[config.mk]
export PLATFORM = sky130hd
export DESIGN_NAME = fetch_unit
export DESIGN_NICKNAME = d
export VERILOG_FILES = /design/src/rtl/fetch_pkg.sv /design/src/rtl/fetch_queue.sv /design/src/rtl/fetch_unit.sv
export SDC_FILE = /design/constraint.sdc
export NUM_CORES = 1
export LEC_CHECK = 0
export ABC_AREA = 1
export CAP_MARGIN = 15
export CORE_ASPECT_RATIO = 1.75
export CORE_MARGIN = 2
export CORE_UTILIZATION = 47
export DETAILED_ROUTE_END_ITERATION = 10
export GPL_ROUTABILITY_DRIVEN = 0
export HOLD_SLACK_MARGIN = 0.03
export PLACE_DENSITY = 0.76
export SYNTH_ARGS = -nofsm -noshare
export SYNTH_HDL_FRONTEND = slang
export SYNTH_SLANG_ARGS = --single-unit
export TNS_END_PERCENT = 50
[constraint.sdc]
create_clock -name CLK -period 3.75 [get_ports CLK]
set_clock_uncertainty 0.05 [all_clocks]
set_input_delay 0.375 -clock CLK [delete_from_list [all_inputs] [get_ports CLK]]
set_output_delay 0.375 -clock CLK [all_outputs]
set_load 0.05 [all_outputs]
[src/rtl/fetch_pkg.sv]
`default_nettype none
// ============================================================
// Package  : fetch_pkg
// Brief    : Shared types and helpers for the instruction-fetch stage
// Revision : 1.0
// ============================================================
package fetch_pkg;

    // Queue entries carry a full 32-bit PC field; the fetch unit zero-extends narrower PCs
    localparam int unsigned c_pc_max_width = 32;
    localparam logic [31:0] c_nop_instr    = 32'h0000_0000;

    typedef struct packed {
        logic [c_pc_max_width-1:0] pc;
        logic [31:0]               instr;
    } fetch_entry_t;

    function automatic int unsigned qptr_width(input int unsigned depth);
        return (depth > 1) ? $clog2(depth) : 1;
    endfunction

endpackage
`default_nettype wire

[src/rtl/fetch_queue.sv]
`default_nettype none
// ============================================================
// Module   : fetch_queue
// Brief    : In-order circular buffer of fetched {pc, instr} entries
// Revision : 1.0
// ============================================================
module fetch_queue
    import fetch_pkg::*;
#(
    parameter int unsigned DEPTH = 2
) (
    input  logic                          clk,
    input  logic                          rst,
    input  logic                          i_push,
    input  fetch_entry_t                  i_entry,
    input  logic                          i_pop,
    input  logic                          i_flush,
    output fetch_entry_t                  o_head,
    output logic                          o_valid,
    output logic [qptr_width(DEPTH):0]    o_count
);

    localparam int unsigned         c_pw      = qptr_width(DEPTH);
    localparam logic [c_pw-1:0]     c_ptr_one = 1;
    localparam logic [c_pw:0]       c_cnt_one = 1;

    fetch_entry_t    r_mem [DEPTH];
    logic [c_pw-1:0] r_wr_ptr;
    logic [c_pw-1:0] r_rd_ptr;
    logic [c_pw:0]   r_count;

    always_ff @(posedge clk) begin
        if (i_push && !i_flush) begin
            r_mem[r_wr_ptr] <= i_entry;
        end
    end

    // Pointers wrap naturally because DEPTH is a power of two
    always_ff @(posedge clk) begin
        if (rst || i_flush) begin
            r_wr_ptr <= '0;
            r_rd_ptr <= '0;
            r_count  <= '0;
        end else begin
            if (i_push) begin
                r_wr_ptr <= r_wr_ptr + c_ptr_one;
            end
            if (i_pop) begin
                r_rd_ptr <= r_rd_ptr + c_ptr_one;
            end
            unique case ({i_push, i_pop})
                2'b10:   r_count <= r_count + c_cnt_one;
                2'b01:   r_count <= r_count - c_cnt_one;
                default: r_count <= r_count;
            endcase
        end
    end

    assign o_head  = r_mem[r_rd_ptr];
    assign o_valid = (r_count != '0);
    assign o_count = r_count;

endmodule
`default_nettype wire

[src/rtl/fetch_unit.sv]
`default_nettype none
// ============================================================
// Module   : fetch_unit
// Brief    : Fetch PC, single-outstanding imem port, branch redirect/drop
// Revision : 1.0
// ============================================================
module fetch_unit
    import fetch_pkg::*;
#(
    parameter int unsigned          PC_WIDTH    = 32,
    parameter logic [PC_WIDTH-1:0]  RESET_PC    = '0,
    parameter logic [PC_WIDTH-1:0]  PC_STEP     = 1,
    parameter int unsigned          QUEUE_DEPTH = 2,
    parameter logic [31:0]          NOP_INSTR   = c_nop_instr
) (
    input  logic                 CLK,
    input  logic                 RESET,
    output logic                 IMEM_REQ,
    output logic [PC_WIDTH-1:0]  IMEM_ADDR,
    input  logic                 IMEM_READY,
    input  logic                 IMEM_VALID,
    input  logic [31:0]          IMEM_DATA,
    input  logic                 PC_WRITE,
    input  logic                 BRANCH_TAKEN,
    input  logic [PC_WIDTH-1:0]  BRANCH_TARGET,
    output logic [31:0]          INSTR_OUT,
    output logic [PC_WIDTH-1:0]  COUNTER_OUT,
    output logic                 INSTR_VALID
);

    localparam int unsigned   c_pw    = qptr_width(QUEUE_DEPTH);
    localparam logic [c_pw:0] c_depth = QUEUE_DEPTH[c_pw:0];

    logic [PC_WIDTH-1:0] r_fetch_pc;
    logic [PC_WIDTH-1:0] r_req_pc;
    logic                r_outstanding;
    logic                r_drop;

    logic [c_pw:0]       w_count;
    logic [c_pw:0]       w_occupancy;
    logic                w_queue_valid;
    fetch_entry_t        w_head;
    fetch_entry_t        w_entry;
    logic                w_pop;
    logic                w_resp;
    logic                w_push;
    logic                w_accept;

    assign w_pop  = w_queue_valid && PC_WRITE;
    assign w_resp = IMEM_VALID && r_outstanding;
    assign w_push = w_resp && !r_drop && !BRANCH_TAKEN;

    // Reserved slots: queued words plus the in-flight request, less what leaves this cycle
    assign w_occupancy = w_count + {{c_pw{1'b0}}, r_outstanding} - {{c_pw{1'b0}}, w_pop};

    assign IMEM_REQ  = !RESET && !BRANCH_TAKEN && (!r_outstanding || IMEM_VALID)
                       && (w_occupancy < c_depth);
    assign IMEM_ADDR = r_fetch_pc;
    assign w_accept  = IMEM_REQ && IMEM_READY;

    always_comb begin
        w_entry                   = '0;
        w_entry.pc[PC_WIDTH-1:0]  = r_req_pc;
        w_entry.instr             = IMEM_DATA;
    end

    always_ff @(posedge CLK) begin
        if (RESET) begin
            r_fetch_pc    <= RESET_PC;
            r_req_pc      <= '0;
            r_outstanding <= 1'b0;
            r_drop        <= 1'b0;
        end else if (BRANCH_TAKEN) begin
            r_fetch_pc <= BRANCH_TARGET;
            if (r_outstanding && !IMEM_VALID) begin
                r_drop <= 1'b1;
            end else begin
                r_outstanding <= 1'b0;
                r_drop        <= 1'b0;
            end
        end else begin
            if (w_resp) begin
                r_outstanding <= 1'b0;
                r_drop        <= 1'b0;
            end
            if (w_accept) begin
                r_outstanding <= 1'b1;
                r_req_pc      <= r_fetch_pc;
                r_fetch_pc    <= r_fetch_pc + PC_STEP;
            end
        end
    end

    fetch_queue #(
        .DEPTH   (QUEUE_DEPTH)
    ) u_queue (
        .clk     (CLK),
        .rst     (RESET),
        .i_push  (w_push),
        .i_entry (w_entry),
        .i_pop   (w_pop && !BRANCH_TAKEN),
        .i_flush (BRANCH_TAKEN),
        .o_head  (w_head),
        .o_valid (w_queue_valid),
        .o_count (w_count)
    );

    assign INSTR_VALID = w_queue_valid;
    assign INSTR_OUT   = w_queue_valid ? w_head.instr : NOP_INSTR;
    assign COUNTER_OUT = w_queue_valid ? w_head.pc[PC_WIDTH-1:0] : '0;

endmodule
`default_nettype wire

# Word-level counts from Yosys, hierarchy flattened
# Memories as Yosys holds them, arrays and structs flattened. A register that Yosys moved wholly into a read port is not among the register bits.
# Cells that the tools add are included.
dict set report totals {
  ramBits 128
  regBits 70
  mem_count 1
  word_cells 60
}
dict set report classes {
  addsub 7
  mux 15
  magnitude_cmp 1
  reduce_logical 25
  bitwise_logic 1
  n_eq_ne 3
}
# memory depth word_bits read_ports rd_ports_with_merged_regs write_ports line_no
set mem_list {}
lappend mem_list {u_queue.r_mem 2 64 1 1 1 fetch_queue.sv:27} ;# fetch_entry_t r_mem [DEPTH];
# cell n
set op_table {}
lappend op_table {{$mux W32} 4}
lappend op_table {{$add A32 B1 Y32 const B} 1}
lappend op_table {{$logic_and A1 B1 Y1} 11}
lappend op_table {{$mux W1} 10}
lappend op_table {{$reduce_bool A2 Y1} 4}
lappend op_table {{$logic_not A1 Y1} 5}
lappend op_table {{$pmux W2 S2} 1}
lappend op_table {{$reduce_and A2 Y1} 2}
lappend op_table {{$reduce_bool A3 Y1} 1}
lappend op_table {{$add A1 B1 Y1 const B} 2}
lappend op_table {{$add A2 B1 Y2} 1}
lappend op_table {{$add A2 B1 Y2 const B} 1}
lappend op_table {{$eq A2 B1 Y1 const B} 1}
lappend op_table {{$eq A2 B2 Y1 const B} 1}
lappend op_table {{$logic_or A1 B1 Y1} 2}
lappend op_table {{$lt A2 B2 Y1 const B} 1}
lappend op_table {{$ne A2 B2 Y1 const B} 1}
lappend op_table {{$sub A2 B1 Y2} 1}
lappend op_table {{$sub A2 B1 Y2 const B} 1}
lappend op_table {{$not A1 Y1} 1}

# Logic depth before layout (Yosys ltp)
# Gate-level depths: netlist (run 1).
dict set report logic_depth {
  ltp_word 8
  mapped_depth 16
}

# By module
# From an unflattened synthesis (run 1), not the netlist that was laid out.
dict set report unflattened {
  hier_cells 973
  area_unflattened_um2 9382.7
}
# module area_each_um2 seq_area_each_um2 cells_per_inst instances
set by_module_without_submodules {}
lappend by_module_without_submodules {fetch_queue 5152.4 3943.8 231 1}
lappend by_module_without_submodules {fetch_unit 4230.3 1321.3 742 1}

# Worst setup path after synthesis (run 1)
# OpenSTA, ideal clock, no wires.
dict set report synth_path {
  kind {input to register}
  startpoint {in BRANCH_TAKEN}
  endpoint {mem u_queue.r_mem[1][0] (netlist name), enable pin}
  cell_stages 4
  required_ns 3.212
  n_path_buf 1
  t_arrival_ns 3.488
  setup_slack_ns -0.275
  path_cell_list {buf_2 -> nor2_1 -> nand2_1 -> nor2_1}
}
dict set report synth_via {
  elab_chain_cells 5
}
# element line_no
set synth_lines {}
lappend synth_lines {{from (decl)} fetch_unit.sv:24} ;# input logic BRANCH_TAKEN,
lappend synth_lines {{$logic_not A1 Y1 *} {fetch_queue.sv:33, fetch_unit.sv:51}}
lappend synth_lines {{$logic_and A1 B1 Y1} fetch_unit.sv:51} ;# assign w_push = w_resp && !r_drop && !BRANCH_TAKEN;
lappend synth_lines {{$logic_and A1 B1 Y1 *} fetch_queue.sv:33} ;# if (i_push && !i_flush) begin
lappend synth_lines {{$mux W1 *} fetch_queue.sv:33}
lappend synth_lines {{$mux W1 (not written as such) *} fetch_queue.sv:34} ;# r_mem[r_wr_ptr] <= i_entry;
lappend synth_lines {{to (decl)} fetch_queue.sv:27}
# Every way passes the cells marked *; elsewhere a longest branch is shown, timed or not.

==> qor.csv, run 1 <==
stage,metric,value,unit
synth,Ys Warns,0,
worst_setup_path,crit path max fanout,39,
timing,fin crit share,84.5,%
synth,cell taking the most area after synthesis,edfxtp_1,
clock_network,Clock Pin Slew Worst Setup and Hold Paths,0.07,ns
synth,Synth Area per Inst,8.91,sq um
global_route,grt total ovfl,0,
hold_path,hold depth,0,
worst_setup_path,CP endpoint kind,primary output,
drt,Antenna Nets Post-Route,0,
drt,Vias/cell,5.09,
synth,Cells after Synth,966,
status,status,finished clean,
timing,Hold Slack,0.407,ns
clock_network,clock root buffer,clkbuf_16,
drt,drt drc,0,
synth,number of synthesized flops with an enable pin,128,
worst_setup_path,Reg2Reg Setup Slack,0.78,ns
job,MaxCap Viol Count,0,
worst_setup_path,Worst Setup Start Kind,flop,
cells_and_area,P&R area growth vs syn,28.5,%
placement,HPWL after DPL,14700,um
cells_and_area,Diodes inserted,0,
synth,Post-Syn Nets,1039,
power,Comb power frac,8.1,%
cells_and_area,Final #Nets,1189,
synth,"Primary FF master, synth",edfxtp_1,
global_route,pin count of the biggest net entering global routing,70,
drt,wire length per cell,15.4,um
timing,Setup WS post-layout,0.581,ns
cells_and_area,Finished Layout Cells,1363,
clock_network,H-tree depth,4,
power,Flop pwr share,53.2,%
global_route,all-layer global routing usage,22.1,%
power,P_sw,1.14,mW
worst_setup_path,Critical Path AT,2.74,ns
clock_network,Post-CTS Resized,0,
placement,Post-Place Cell Area,10500,sq um
placement,IO buf count,167,
timing,TNS Setup,0,ns
floorplan,I/O pins,168,
timing,Tmin final,3.17,ns
drt,Initial DRC Count,360,
power,Max IR drop VDD,0.289,mV
floorplan,Initial Utilization,47.9,%
hold_path,Hold EP,u_queue.r_mem[1][53],
hold_path,Hold Crit Start,r_req_pc[21],
floorplan,Rows,65,
worst_setup_path,Required @ worst endpoint,3.32,ns
synth,number of distinct library cells after synthesis,30,
worst_setup_path,Worst R2R Path Depth,15,
floorplan,core area,18000,sq um
power,leakage,4.06,nW
clock_network,CTS max path bufs,2,
power,Pint,3.42,mW
timing,fmax,0.316,GHz
clock_network,Clock Latency Late Sink,0.43,ns
global_route,first-pass GRT wire length,33400,um
synth,Post-Synthesis Cell Area,8600,sq um
clock_network,total CTS buffers,17,
synth,share of the synthesized area in the top cell type,44.7,%
timing,actual slew at the worst max-slew pin,0.827,ns
timing,Fin. Hold Viols,0,
timing,Max-slew headroom,44.7,%
clock_network,number of setup buffers added after CTS,0,
synth,Synth Register Bits,199,
global_route,antenna violations before repair,0,
clock_network,TritonCTS clock tree,yes,
cells_and_area,design area,11100,sq um
timing,unrepaired setup endpoints after global routing,no,
global_route,vias in the first global route,6902,
worst_setup_path,worst reg2reg endpoint,IMEM_ADDR[7],
floorplan,die area,19400,sq um
power,pwr dens,412,nW/um^2
synth,largest cells by area after synthesis,"edfxtp_1 45%, dfxtp_1 17%, nand2_1 14%, a21oi_1 6.5%, nor2_1 4.4%",
drt,final wirelength,21000,um
placement,dpl ws,0.773,ns
clock_network,clk sinks,199,
hold_path,Hold Path Class,reg2reg,
worst_setup_path,Crit Path Category,reg2out,
clock_network,hold buffer count at cts,0,
power,Clk pwr share,38.7,%
drt,Vias,6931,
timing,"Slew Viols, Final",0,
drt,Pre-antenna DRT Iters,5,
synth,async set-reset flop share out of synthesis,0,%
worst_setup_path,reg2reg start,u_queue.o_count[1],
cells_and_area,ratio of cells with drive above 1 in the final layout,5.49,%
synth,register area share after synthesis,61.2,%
power,switch share,25.1,%
placement,Inst Count DP,1331,
floorplan,Die Width,106,um
floorplan,die height,183,um
timing,setup violators final,0,
[sequential cells by signal (all words and copies together), names as in the netlist, named ones only]
register,cells
r_outstanding,1
u_queue.r_mem,128
u_queue.r_wr_ptr,1
IMEM_ADDR,32
r_drop,1
u_queue.r_rd_ptr,1
u_queue.o_count,2
r_req_pc,32
[per-layer routing]
layer	track usage, %	share of wire (%)	vias to the layer above
li1	-	-	3481
met2	41.4	53	257
met3	4.30	5.3	63
met1	22.8	37	3130
met5	0	0	-
met4	11.4	4.1	0
[cell type report]
type                       count  area (sq um)
clock buffer                  17           425
timing repair buffer         177          1770
clock inverter                15           155
sequential                   199          5270
fill                        1552          6910
tap                          234           293
multi-input combinational    660          2920
inverter                      61           235
[cell usage after synthesis, types with 2 or more instances]
master,number
a21oi_1,112
buf_1,6
buf_2,9
buf_4,3
buf_6,2
clkbuf_1,26
dfxtp_1,71
edfxtp_1,128
ha_1,3
inv_1,57
inv_2,2
nand2_1,329
nand3_1,44
nand3b_1,2
nor2_1,100
nor2_2,5
nor2_4,2
o21ai_0,41
xnor2_1,7
xor2_1,7
[through the flow]
step	utilization, %	total power, mW
floorplan	-	2.67
global placement	58.3	2.83
detailed placement	58.3	2.84
CTS	61.5	4.59
global route	61.5	4.72
finish	61.5	4.56
[critical path: stages (launching register included)]
cell and delay, ns:
dfxtp_2 0.32, inv_2 0.49, buf_4 0.40, nand2_1 0.09, a21oi_1 0.15, clkdlybuf4s50_1 0.82
[cells in the final DEF (no fill, tap or decap), types with 2 or more instances in the layout]
cell type        synthesis  routed
nand3_1                 44      44
buf_12                   0       2
buf_4                    3       9
nand2_1                329     329
clkinv_4                 1       2
clkbuf_16                0      17
clkdlybuf4s50_1          0     166
dfxtp_1                 71      70
xnor2_1                  7       7
nor2_4                   2       5
nor2_1                 100      97
inv_6                    0       4
clkinv_8                 0       3
a21oi_1                112     112
nand3b_1                 2       2
inv_2                    2       2
edfxtp_1               128     128
o21ai_0                 41      41
nor2_2                   5       5
ha_1                     3       3
inv_1                   57      57
inv_8                    0       4
xor2_1                   7       7
[cell families after synthesis]
logic type,Yosys count,share of synthesized area [%]
AO/OA/AOI/OAI,156,9.18
adder cells (fa/ha/maj),3,0.436
flip-flops,199,61.2
AND/OR/NAND/NOR,487,22.6
XOR/XNOR,14,1.43
buffers and inverters,107,5.18
[power by group through the flow]
stage	combinational, mW	sequential, mW	clock [mW]
6_report	0.368	2.43	1.76
5_1_grt	0.401	2.43	1.89
4_1_cts	0.369	2.42	1.80
3_5_place_dp	0.367	2.47	0
3_3_place_gp	0.361	2.47	0
2_1_floorplan	0.149	2.53	0
[worst max-delay path by stage]
stage	startpoint	endpoint	slack, ns	cells after the start
6_report	flop	INSTR_OUT[4]	0.58	5
5_1_grt	flop	INSTR_OUT[23]	0.35	5
4_1_cts	flop	INSTR_OUT[4]	0.52	5
3_5_place_dp	u_queue.o_count[0]	IMEM_ADDR[5]	0.77	15
3_3_place_gp	u_queue.o_count[1]	IMEM_ADDR[1]	0.82	15
2_1_floorplan	BRANCH_TAKEN	u_queue.r_mem[0][0]	-0.26	4
Note: power is estimated with default switching activity, not from simulation.
==> run 2: changes to the inputs <==
--- a/config.mk
+++ b/config.mk
@@ -9,11 +9,11 @@
 export CAP_MARGIN = 15
 export CORE_ASPECT_RATIO = 1.75
 export CORE_MARGIN = 2
-export CORE_UTILIZATION = 47
+export CORE_UTILIZATION = 50
 export DETAILED_ROUTE_END_ITERATION = 10
 export GPL_ROUTABILITY_DRIVEN = 0
 export HOLD_SLACK_MARGIN = 0.03
-export PLACE_DENSITY = 0.76
+export PLACE_DENSITY = 0.78
 export SYNTH_ARGS = -nofsm -noshare
 export SYNTH_HDL_FRONTEND = slang
 export SYNTH_SLANG_ARGS = --single-unit
==> constraint.sdc (replaced) <==
create_clock -name CLK -period 3.05 [get_ports CLK]
set_clock_uncertainty 0.05 [all_clocks]
set_input_delay 0.305 -clock CLK [delete_from_list [all_inputs] [get_ports CLK]]
set_output_delay 0.305 -clock CLK [all_outputs]
set_load 0.05 [all_outputs]
==> run 2 against run 1 <==
Against the previous run:
- utilization increased by 3.9 points
- worst setup slack got worse by 0.16 ns
- via count up 0.66%
- cell area is 0.23% lower
- register-to-register slack gained 0.02 ns
- critical endpoint is now INSTR_OUT[31]
==> qor.csv, run 2 (same netlist as run 1, synthesis figures left out) <==
stage,metric,value,unit
status,status,finished clean,
worst_setup_path,Critical Path AT,2.27,ns
cells_and_area,number of flip-flops in the largest register,128,
timing,"Slew Viols, Final",0,
cells_and_area,Diodes inserted,0,
timing,Tmin final,2.63,ns
clock_network,clk sinks,199,
drt,Initial DRC Count,360,
drt,Antenna Nets Post-Route,0,
drt,drt drc,0,
worst_setup_path,"Largest stage delay, worst path",0.83,ns
clock_network,clock root buffer,clkbuf_16,
cells_and_area,Final Core Density,65.4,%
floorplan,Die Width,103,um
floorplan,die height,178,um
drt,Vias,6977,
timing,fmax,0.380,GHz
worst_setup_path,CP endpoint,INSTR_OUT[31],
clock_network,number of setup buffers added after CTS,0,
power,Max IR drop VDD,0.323,mV
floorplan,I/O pins,168,
worst_setup_path,Required @ worst endpoint,2.69,ns
placement,HPWL after DPL,14800,um
hold_path,hold depth,0,
drt,Vias/cell,5.12,
worst_setup_path,Crit Path Category,reg2out,
clock_network,Post-CTS Resized,0,
worst_setup_path,CP top delay family,buffers and inverters,
clock_network,total CTS buffers,17,
hold_path,Hold Path Class,reg2reg,
timing,actual slew at the worst max-slew pin,0.605,ns
drt,Pre-antenna DRT Iters,4,
global_route,pin count of the biggest net entering global routing,70,
cells_and_area,largest reg by FF count,u_queue.r_mem,
timing,Fin. Hold Viols,0,
clock_network,CTS max path bufs,2,
cells_and_area,"commonest non-fill, non-tap cell in the layout",nand2_1,
worst_setup_path,CP endpoint kind,primary output,
timing,Setup WS post-layout,0.421,ns
clock_network,TritonCTS clock tree,yes,
clock_network,Clock Pin Slew Worst Setup and Hold Paths,0.07,ns
clock_network,hold buffer count at cts,0,
worst_setup_path,crit path max fanout,20,
global_route,all-layer global routing usage,23.2,%
worst_setup_path,Reg2Reg Setup Slack,0.80,ns
placement,dpl ws,0.636,ns
worst_setup_path,Crit path buffers/inverters,2,
global_route,grt total ovfl,0,
cells_and_area,"commonest cells after routing, fill and taps aside","329 x nand2_1, 134 x clkdlybuf4s50_1, 128 x edfxtp_1",
worst_setup_path,worst reg2reg endpoint,IMEM_ADDR[5],
power,leakage,4.16,nW
global_route,first-pass GRT wire length,32800,um
cells_and_area,ratio of cells with drive above 1 in the final layout,8.89,%
worst_setup_path,reg2reg start,u_queue.o_count[0],
global_route,vias in the first global route,6713,
cells_and_area,fill count,1436,
timing,fin crit share,86.2,%
cells_and_area,Final #Nets,1196,
drt,final wirelength,20900,um
floorplan,die area,18300,sq um
clock_network,Clock Latency Late Sink,0.42,ns
timing,Max-slew headroom,59.5,%
global_route,antenna violations before repair,0,
worst_setup_path,Worst Setup Start Kind,flop,
cells_and_area,P&R area growth vs syn,28.3,%
placement,IO buf count,167,
floorplan,core area,16900,sq um
worst_setup_path,Worst R2R Path Depth,14,
job,MaxCap Viol Count,0,
worst_setup_path,slowest CP cell,clkdlybuf4s50_1,
worst_setup_path,stages on the worst setup path,4,
timing,setup violators final,0,
worst_setup_path,cells along the critical path,buf_4 > nand2_1 > a21oi_1 > clkdlybuf4s50_1,
floorplan,Rows,63,
timing,unrepaired setup endpoints after global routing,no,
drt,wire length per cell,15.4,um
clock_network,H-tree depth,4,
floorplan,Initial Utilization,51.0,%
power,pwr dens,503,nW/um^2
==> run 2: cell types whose count changed in the layout (fill, tap and decap cells not counted), sizes merged <==
cell           delta
clkdlybuf4s50    -32
inv               -2
clkbuf            +1
clkinv            +1
buf              +39
==> run 2: final cells by class <==
cell class | instances | area (sq um) | area share (%)
clock buffers | 18 | 429 | 3.89
clock inverters | 14 | 138 | 1.25
inverters | 61 | 235 | 2.13
multi-input cells | 660 | 2920 | 26.4
flip-flops and latches | 199 | 5270 | 47.7
well taps | 227 | 284 | 2.57
repair buffers | 184 | 1770 | 16.0
==> run 2: how the worst min path moves through the flow <==
stage,startpoint,to,slack (ns)
2_1_floorplan,IMEM_DATA[0],u_queue.r_mem[0][0],0.35
3_3_place_gp,r_req_pc[27],u_queue.r_mem[0][59],0.38
3_5_place_dp,r_req_pc[25],u_queue.r_mem[1][57],0.39
4_1_cts,IMEM_DATA[30],u_queue.r_mem[0][30],0.40
5_1_grt,IMEM_DATA[8],u_queue.r_mem[0][8],0.41
6_report,r_req_pc[29],u_queue.r_mem[0][61],0.41
==> run 2: stage by stage <==
| stage | total power, mW | cells | setup TNS [ns] | cell area [sq um] | hold slack, ns |
|---|---|---|---|---|---|
| floorplan | 3.29 | 966 | -56.89 | 8610 | 0.354 |
| global placement | 3.49 | 1331 | 0 | 10500 | 0.381 |
| detailed placement | 3.50 | 1331 | 0 | 10500 | 0.388 |
| CTS | 5.59 | 1363 | 0 | 11000 | 0.403 |
| global route | 5.73 | 1363 | 0 | 11000 | 0.408 |
| finish | 5.55 | 1363 | 0 | 11000 | 0.406 |
==> run 2: per-layer routing <==
metal	part of all wire [%]	up-vias	GRT usage [%]
li1	-	3493	-
met1	37	3189	25.4
met2	53	246	42.4
met3	5.2	49	3.54
met4	4.2	0	11.3
met5	0	-	0
==> run 2: where the power goes <==
| part | internal (mW) | total (mW) | switching [mW] |
|---|---|---|---|
| Sequential | 2.91 | 2.98 | 0.0684 |
| Combinational | 0.194 | 0.459 | 0.264 |
| Clock | 1.09 | 2.11 | 1.02 |
==> run 2: worst register-to-register path: cells and delay by family (launching register included) <==
| kind | cells | cell delay [ns] |
|---|---|---|
| adders and majority gates | 1 | 0.28 |
| AOI/OAI and AO/OA | 1 | 0.06 |
| DFF | 1 | 0.38 |
| buffers and inverters | 4 | 0.54 |
| and+or+nand+nor | 8 | 0.83 |
